--- src/rtl/fir_pkg.sv ---
// Shared sizing helpers and reset constants for the programmable transposed-form FIR.
package fir_pkg;

  // Coefficient value after reset: every tap weight 1 gives a TAPS-point moving sum.
  localparam int COEF_RESET = 1;

  function automatic int fir_ow(input int w, input int cw, input int taps);
    return w + cw + $clog2(taps);
  endfunction

  function automatic int fir_aw(input int taps);
    return (taps > 1) ? $clog2(taps) : 1;
  endfunction

  function automatic int fir_cntw(input int taps);
    return $clog2(taps + 1);
  endfunction

endpackage

--- src/rtl/fir_tdf_prog_if.sv ---
// Sample, coefficient-write and result signals of one FIR instance.
interface fir_tdf_prog_if #(
  parameter int W    = 16,
  parameter int CW   = 8,
  parameter int TAPS = 4
);
  import fir_pkg::*;

  localparam int OW = fir_ow(W, CW, TAPS);
  localparam int AW = fir_aw(TAPS);

  logic                 in_valid;
  logic signed [W-1:0]  x_in;
  logic                 flush;
  logic                 coef_we;
  logic [AW-1:0]        coef_addr;
  logic signed [CW-1:0] coef_data;
  logic signed [OW-1:0] y;
  logic                 y_valid;
  logic                 y_full;

  modport master (
    output in_valid, x_in, flush, coef_we, coef_addr, coef_data,
    input  y, y_valid, y_full
  );

  modport slave (
    input  in_valid, x_in, flush, coef_we, coef_addr, coef_data,
    output y, y_valid, y_full
  );

endinterface

--- src/rtl/fir_rca_add.sv ---
// N-bit ripple-carry adder built from explicit propagate/generate terms; wraps modulo 2^N.
module fir_rca_add #(
  parameter int N = 8
) (
  input  logic [N-1:0] a,
  input  logic [N-1:0] b,
  output logic [N-1:0] s
);

  logic [N-1:0] p;
  logic [N-1:0] g;

  assign p = a ^ b;
  assign g = a & b;

  always_comb begin
    logic carry;
    carry = 1'b0;
    s     = '0;
    for (int i = 0; i < N; i++) begin
      s[i]  = p[i] ^ carry;
      carry = g[i] | (p[i] & carry);
    end
  end

endmodule

--- src/rtl/fir_tdf_prog.sv ---
// Transposed-direct-form FIR with run-time coefficients, sample qualifier, flush and window-fill flag.
module fir_tdf_prog
  import fir_pkg::*;
#(
  parameter int W    = 16,
  parameter int CW   = 8,
  parameter int TAPS = 4
) (
  input  logic           clk,
  input  logic           reset,
  fir_tdf_prog_if.slave  bus
);

  localparam int OW = fir_ow(W, CW, TAPS);
  localparam int NW = fir_cntw(TAPS);

  typedef logic signed [W-1:0]  sample_t;
  typedef logic signed [CW-1:0] coef_t;
  typedef logic signed [OW-1:0] acc_t;

  coef_t           coef_reg [TAPS];
  acc_t            z_reg    [1:TAPS-1];
  acc_t            prod     [TAPS];
  acc_t            sum      [TAPS-1];
  acc_t            y_reg;
  logic            y_valid_reg;
  logic            y_full_reg;
  logic [NW-1:0]   fill_cnt_reg;
  logic [NW-1:0]   fill_cnt_next;
  logic            y_full_next;
  sample_t         x_s;
  acc_t            x_ext;

  assign x_s   = bus.x_in;
  assign x_ext = acc_t'(x_s);

  // Operands are sign-extended to OW first, so the OW-bit product is exact.
  genvar gi;
  generate
    for (gi = 0; gi < TAPS; gi++) begin : g_mul
      assign prod[gi] = acc_t'(coef_reg[gi]) * x_ext;
    end
    for (gi = 0; gi < TAPS - 1; gi++) begin : g_add
      fir_rca_add #(.N(OW)) u_add (
        .a (prod[gi]),
        .b (z_reg[gi+1]),
        .s (sum[gi])
      );
    end
  endgenerate

  // Writes land after this edge, so a sample accepted alongside still sees the old weight.
  always_ff @(posedge clk) begin
    if (reset) begin
      for (int k = 0; k < TAPS; k++) coef_reg[k] <= coef_t'(COEF_RESET);
    end else if (bus.coef_we && (int'(bus.coef_addr) < TAPS)) begin
      coef_reg[bus.coef_addr] <= bus.coef_data;
    end
  end

  always_ff @(posedge clk) begin
    if (reset || bus.flush) begin
      for (int k = 1; k < TAPS; k++) z_reg[k] <= '0;
    end else if (bus.in_valid) begin
      for (int k = 1; k < TAPS - 1; k++) z_reg[k] <= sum[k];
      z_reg[TAPS-1] <= prod[TAPS-1];
    end
  end

  always_comb begin
    fill_cnt_next = fill_cnt_reg;
    if (int'(fill_cnt_reg) < TAPS) fill_cnt_next = fill_cnt_reg + 1'b1;
    y_full_next = (int'(fill_cnt_reg) + 1) >= TAPS;
  end

  // Flush leaves y untouched; only the qualifiers and fill state drop.
  always_ff @(posedge clk) begin
    if (reset) begin
      y_reg        <= '0;
      y_valid_reg  <= 1'b0;
      y_full_reg   <= 1'b0;
      fill_cnt_reg <= '0;
    end else if (bus.flush) begin
      y_valid_reg  <= 1'b0;
      y_full_reg   <= 1'b0;
      fill_cnt_reg <= '0;
    end else if (bus.in_valid) begin
      y_reg        <= sum[0];
      y_valid_reg  <= 1'b1;
      y_full_reg   <= y_full_next;
      fill_cnt_reg <= fill_cnt_next;
    end else begin
      y_valid_reg  <= 1'b0;
    end
  end

  assign bus.y       = y_reg;
  assign bus.y_valid = y_valid_reg;
  assign bus.y_full  = y_full_reg;

endmodule
--- src/flat_wrapper.sv ---
// flat-port wrapper written by rule: the top's interface ports become plain ports
module fir_tdf_prog_flat import fir_pkg::*;
#(
  parameter int W    = 16,
  parameter int CW   = 8,
  parameter int TAPS = 4
)
  (clk, reset, bus_in_valid, bus_x_in, bus_flush, bus_coef_we, bus_coef_addr, bus_coef_data, bus_y, bus_y_valid, bus_y_full);
  fir_tdf_prog_if #(.W(W), .CW(CW), .TAPS(TAPS)) bus_i ();
  input  logic clk;
  input  logic reset;
  input wire logic [$bits(bus_i.in_valid)-1:0] bus_in_valid;
  input wire logic [$bits(bus_i.x_in)-1:0] bus_x_in;
  input wire logic [$bits(bus_i.flush)-1:0] bus_flush;
  input wire logic [$bits(bus_i.coef_we)-1:0] bus_coef_we;
  input wire logic [$bits(bus_i.coef_addr)-1:0] bus_coef_addr;
  input wire logic [$bits(bus_i.coef_data)-1:0] bus_coef_data;
  output wire logic [$bits(bus_i.y)-1:0] bus_y;
  output wire logic [$bits(bus_i.y_valid)-1:0] bus_y_valid;
  output wire logic [$bits(bus_i.y_full)-1:0] bus_y_full;
  assign bus_i.in_valid = bus_in_valid;
  assign bus_i.x_in = bus_x_in;
  assign bus_i.flush = bus_flush;
  assign bus_i.coef_we = bus_coef_we;
  assign bus_i.coef_addr = bus_coef_addr;
  assign bus_i.coef_data = bus_coef_data;
  assign bus_y = bus_i.y;
  assign bus_y_valid = bus_i.y_valid;
  assign bus_y_full = bus_i.y_full;
  fir_tdf_prog #(.W(W), .CW(CW), .TAPS(TAPS)) u_core (.clk(clk), .reset(reset), .bus(bus_i));
endmodule
--- config.mk ---
export PLATFORM = sky130hd
export DESIGN_NAME = fir_tdf_prog_flat
export DESIGN_NICKNAME = d
export VERILOG_FILES = /design/src/rtl/fir_pkg.sv /design/src/rtl/fir_tdf_prog_if.sv /design/src/rtl/fir_rca_add.sv /design/src/rtl/fir_tdf_prog.sv /design/src/flat_wrapper.sv
export SDC_FILE = /design/constraint.sdc
export NUM_CORES = 2
export LEC_CHECK = 0
export ABC_AREA = 1
export BUFFER_PORTS_ARGS = -buffer_cell sky130_fd_sc_hd__buf_2
export CORE_MARGIN = 1
export CORE_UTILIZATION = 30
export CTS_CLUSTER_SIZE = 24
export DETAILED_ROUTE_END_ITERATION = 16
export HOLD_SLACK_MARGIN = 0.15
export MAX_ROUTING_LAYER = met4
export PLACE_DENSITY = 0.54
export SLEW_MARGIN = 20
export SYNTH_ARGS = -nofsm -noshare
export SYNTH_HDL_FRONTEND = slang
export SYNTH_SLANG_ARGS = --single-unit
--- constraint.sdc ---
create_clock -name clk -period 34.1 [get_ports clk]
set_input_delay 6.82 -clock clk [delete_from_list [all_inputs] [get_ports clk]]
set_output_delay 6.82 -clock clk [all_outputs]
set_load 0.03 [all_outputs]
# Word level (Yosys, flattened, before mapping)

Memory sizes are Yosys's and may differ from the RTL's.
Cells that the tools add are included.

$add $sub $neg: 2
Multipliers: 4
$lt $le $gt $ge: 2
Mux-type cells: 16
Bitwise gates (word level): 229
Reduce and logical (&&, ||, !) cells: 5

Operators by type and width:

| operator            | count |
|---|---|
| $mul 8x16->24       | 4 |
| $mux 26             | 3 |
| $xor 26x26->26      | 3 |
| $and 25x25->25      | 3 |
| $or 1x1->1          | 75 |
| $xor 1x1->1         | 75 |
| $and 1x1->1         | 72 |
| $ge 32x4->1 const B | 1 |
| $mux 1              | 11 |
| $mux 8              | 1 |
| $reduce_or 8->1     | 1 |
| $add 3x1->4 const B | 1 |
| $reduce_and 2->1    | 2 |
| $add 3x1->3 const B | 1 |
| $lt 3x3->1 const B  | 1 |
| $mux 2              | 1 |
| $reduce_or 2->1     | 1 |
| $logic_or 1x1->1    | 1 |
| $not 1->1           | 1 |

Bits in registers: 31
Bits in writable memories: 110
Bits of input ports: 31
Logic and storage cells: 264
Memories kept: 2

Memory list:

| name            | words | bits a word | rd ports | clocked after memory_dff | wr ports | RTL line           | RTL |
|---|---|---|---|---|---|---|---|
| u_core.z_reg    | 3     | 26          | 3        | 0                        | 3        | fir_tdf_prog.sv:22 | `acc_t z_reg [1:TAPS-1];` |
| u_core.coef_reg | 4     | 8           | 4        | 0                        | 4        | fir_tdf_prog.sv:21 | `coef_t coef_reg [TAPS];` |

# Depth between registers and ports, before layout

An unclocked memory read counts as a cell.

Depth after elaboration: 53
Gate-level depth with buffers: 41
Depth with buffers taken out: 39

# Hierarchy

Synthesis repeated with hierarchy kept, for this count alone.

Cells, all modules: 3439
Area, all modules: 26613.0 um^2

Modules (own cells, without submodules):

| module                                   | times used | cells an instance | area an instance (um^2) | sequential area each (um^2) |
|---|---|---|---|---|
| fir_tdf_prog                             | 1          | 3335              | 25016.5                 | 3863.7 |
| fir_rca_add at u_core.g_add[0].u_add ... | 2          | 35                | 533.0                   | 0.0 |
| fir_rca_add at u_core.g_add[1].u_add     | 1          | 34                | 530.5                   | 0.0 |

# Worst setup path before layout

OpenSTA, ideal clock, no wires.

Kind: input to register
Start point: in bus_x_in[0]
End point: reg, netlist name u_core.z_reg[0][51]
Data arrival time: 18.363 ns
Data required time: 33.847 ns
Slack: 15.484 ns
Cell stages on the path: 39
Path buffers: 2
Cells stage by stage: clkbuf_1 -> clkbuf_1 -> nand2_1 -> inv_1 -> ha_1 -> inv_1 -> fa_1 -> inv_1 -> ha_1 -> inv_1 -> fa_1 -> inv_1 -> ha_1 -> inv_1 -> fa_1 -> fa_1 -> fa_1 -> fa_1 -> [3 not listed] -> fa_1 -> fa_1 -> fa_1 -> fa_1 -> fa_1 -> fa_1 -> fa_1 -> fa_1 -> fa_1 -> fa_1 -> fa_1 -> fa_1 -> fa_1 -> fa_1 -> xnor2_1 -> nand3_1 -> nand2_1 -> nor2_1

RTL lines:

| what        | RTL line           | RTL |
|---|---|---|
| from (decl) | flat_wrapper.sv:13 | `input wire logic [$bits(bus_i.x_in)-1:0] bus_x_in;` |

==> summary.txt <==
Yosys
  • Post-synthesis sequential area ratio: 14.64%
  • Synthesized flop and latch total: about 140
  • Number of library cell types mapped by synthesis: 42
  • Post-Synthesis Cells: approximately 3300
  • Mapped Nets: 3994
  • Yosys top cell by area: fa_1
  • EDFF count, synth: 107
  • Mapped cell area: between 20000 and 30000 µm²
  • Largest cells by area after synthesis: fa_1, inv_1, edfxtp_1
  • Yosys warnings: 0
  • Top cell type's share of synthesized area: between 30% and 40%
  • Synthesized area per cell: 7.945 µm²
  • Primary FF master, synth: edfxtp_1
  • Async SR Flop Fraction: 0%

Die
  • Core box area: 85820 µm²
  • Starting Density: slightly above 30%
  • Row count: approximately 110
  • Die area: around 88000 µm²
  • Die H: roughly 300 µm
  • Chip Width: just under 300 µm
  • I/O pin count: 59

Route
  • Post-DRT Antenna Nets: 0
  • DR DRC count: 0
  • DRT Pass-1 Iters: 5
  • Drt total wl: 70070 µm
  • Via count of the routed design: about 19000
  • Starting DRT DRC Count: ~1400
  • Routed wire per std cell: 15.82 µm
  • Drt via density: 4.371

Power and ir drop
  • Peak VDD IR: between 0.00008 and 0.00009 V
  • Total Power: roughly 2.6 mW
  • P_leak: ~16 nW
  • Power Density: about 93 nW/µm²

Worst setup path
  • Crit path required time: about 34000 ps
  • CP dominant cell by count: fa_1
  • Worst reg-to-reg path cell count: 39
  • Max incr delay on CP: approximately 500 ps
  • Crit path from: bus_x_in[4]
  • CP endpoint kind: register
  • Crit path kind: primary input to register
  • Critical Path AT: 18840 ps
  • Reg2reg end: u_core.bus.y[25]
  • Slowest-stage cell, CP: fa_1
  • CP Launch Type: primary input
  • Critical Path End: u_core.z_reg[0][51]
  • Reg-to-reg slack, setup: 21640 ps
  • CP Max Fanout: 32
  • Reg2Reg Launch Point: u_core.coef_reg[0][0]

Placed design
  • IO Port Bufs: 58
  • Placed instance area: between 20000 and 30000 µm²
  • HPWL after DPL: 55750 µm
  • Setup slack at placement: between 10000 and 15000 ps
  • Gp weighted congestion: between 0.9 and 1

STA
  • Unrepaired setup endpoints after global routing: no
  • Max Freq: approximately 54 MHz
  • Worst Hold Slack: 473.2 ps
  • Pins Over Slew Limit: 0
  • Actual slew at the worst max-slew pin: a little under 1000 ps
  • Final-report hold violation count: 0
  • Post-route setup TNS: 0 ps
  • Period utilization: between 50 and 60%
  • Final Skew: approximately 17 ps
  • Setup Viol. Count Final: 0
  • PnR worst setup slack: approximately 15000 ps
  • Fin crit period: between 15000 and 20000 ps
  • Worst slew margin: 34.62%

Clock network
  • Post-CTS Setup Bufs: 0
  • Maximum buffer depth of the clock tree: 2
  • Clk_lat worst skew: around 470 ps
  • TritonCTS Buffers: 17
  • CTS hold repair buffers: 0
  • Root buffer cell: clkbuf_16
  • H-tree level count: 4
  • Sink Count: 138
  • TritonCTS clock tree: done
  • Cts repair resizes: 0
  • Clock slew at reported path FFs: 60 ps

Global route
  • Global Route Usage Sum: approximately 17%
  • First-pass GRT wire length: about 120000 µm
  • Vias in the first global route: roughly 21000
  • Largest net degree at the start of global routing: 76
  • Global route overflow: 0
  • Initial antenna violation count: 4

Cells and area
  • Share of post-route cells with drive strength above 1: under 10%
  • Layout Area Growth over Synthesis: 7.736%
  • ANT cells: 0
  • Most common cell after layout, fill and taps aside: inv_1
  • Commonest non-fill, non-tap cells in the layout: inv_1, nand2_1, fa_1
  • Max FFs per register: 75
  • NumNets Final: 3971
  • Design Area, Final: ~28000 µm²

Hold path
  • HP Class: register to register

Run status
  • Run status: finished, final reports clean

Flow run
  • Number of max-cap violations: 0
-- layout make-up --
class,instances,area (µm²)
clock inverters,13,115.1
multi-input cells,1942,17810
fillers,9122,57610
clock buffers,19,452.9
flip-flops and latches,138,3834
repair buffers,82,470.5
well taps,1144,1431
inverters,1092,4099
-- Yosys cell counts (4+ instances only) --
cell type  count
inv_1       1091
nand2_1      667
fa_1         483
ha_1         184
nor2_1       179
a21oi_1      125
clkbuf_1     118
edfxtp_1     107
o21ai_0       74
nand3_1       49
xnor2_1       45
dfxtp_1       31
xor2_1        27
or2_2         17
nand4_1       15
nor3_1        11
a31oi_1        7
nor4_1         6
o21ai_1        6
a21o_1         5
a21oi_2        4
buf_1          4
nand2_2        4
o211ai_1       4
o31ai_1        4
-- critical path: cells and delay by family --
| kind | cells | cell delay [ps] |
|---|---|---|
| buffers and inverters | 8 | 730 |
| adders and majority gates | 26 | 10730 |
| xor gates and xnor gates | 1 | 200 |
| and+or+nand+nor | 4 | 320 |
-- where the power goes --
part	leakage [nW]	total (mW)	switching, mW	internal (mW)
registers	1.44	0.257	0.0269	0.230
logic	14.1	2.20	1.38	0.817
clock network	0.289	0.183	0.0787	0.104
total	15.8	2.64	1.48	1.15
-- kinds of logic (layout without fill, tap and decap cells) --
logic type	count (synthesis)	count (layout)	share of synthesized area, %
XOR/XNOR	72	72	2.408
flip-flops	138	138	14.64
adder cells (fa/ha/maj)	667	667	45.72
buffers and inverters	1216	1206	17.44
AO/OA/AOI/OAI	243	243	5.108
AND/OR/NAND/NOR	960	960	14.68
-- metal layers --
metal / GRT usage (%) / share of wire (%) / vias up
met5: - / 0 / -
met4: 4.921 / 2.6 / 0
met3: 1.782 / 3.7 / 83
met2: 28.06 / 47 / 395
met1: 22.60 / 47 / 9548
li1: - / - / 9336
-- worst min-delay path by stage --
stage	startpoint	to	slack, ps	cells past startpoint
floorplan	u_core.fill_cnt_reg[1]	u_core.fill_cnt_reg[1]	450	2
global placement	u_core.bus.y_full	u_core.bus.y_full	460	2
detailed placement	u_core.fill_cnt_reg[1]	u_core.fill_cnt_reg[1]	470	2
CTS	u_core.fill_cnt_reg[1]	u_core.fill_cnt_reg[1]	480	2
global route	u_core.fill_cnt_reg[1]	u_core.fill_cnt_reg[1]	510	2
finish	u_core.fill_cnt_reg[1]	u_core.fill_cnt_reg[1]	470	2
-- metrics by stage --
step	cells	util (%)
after CTS	4430	32.86
after global placement	4398	32.20
after floorplan	3296	-
final	4430	32.87
after detailed placement	4398	32.20
after global routing	4430	32.87
No activity file was read; power rests on OpenSTA's default activity.
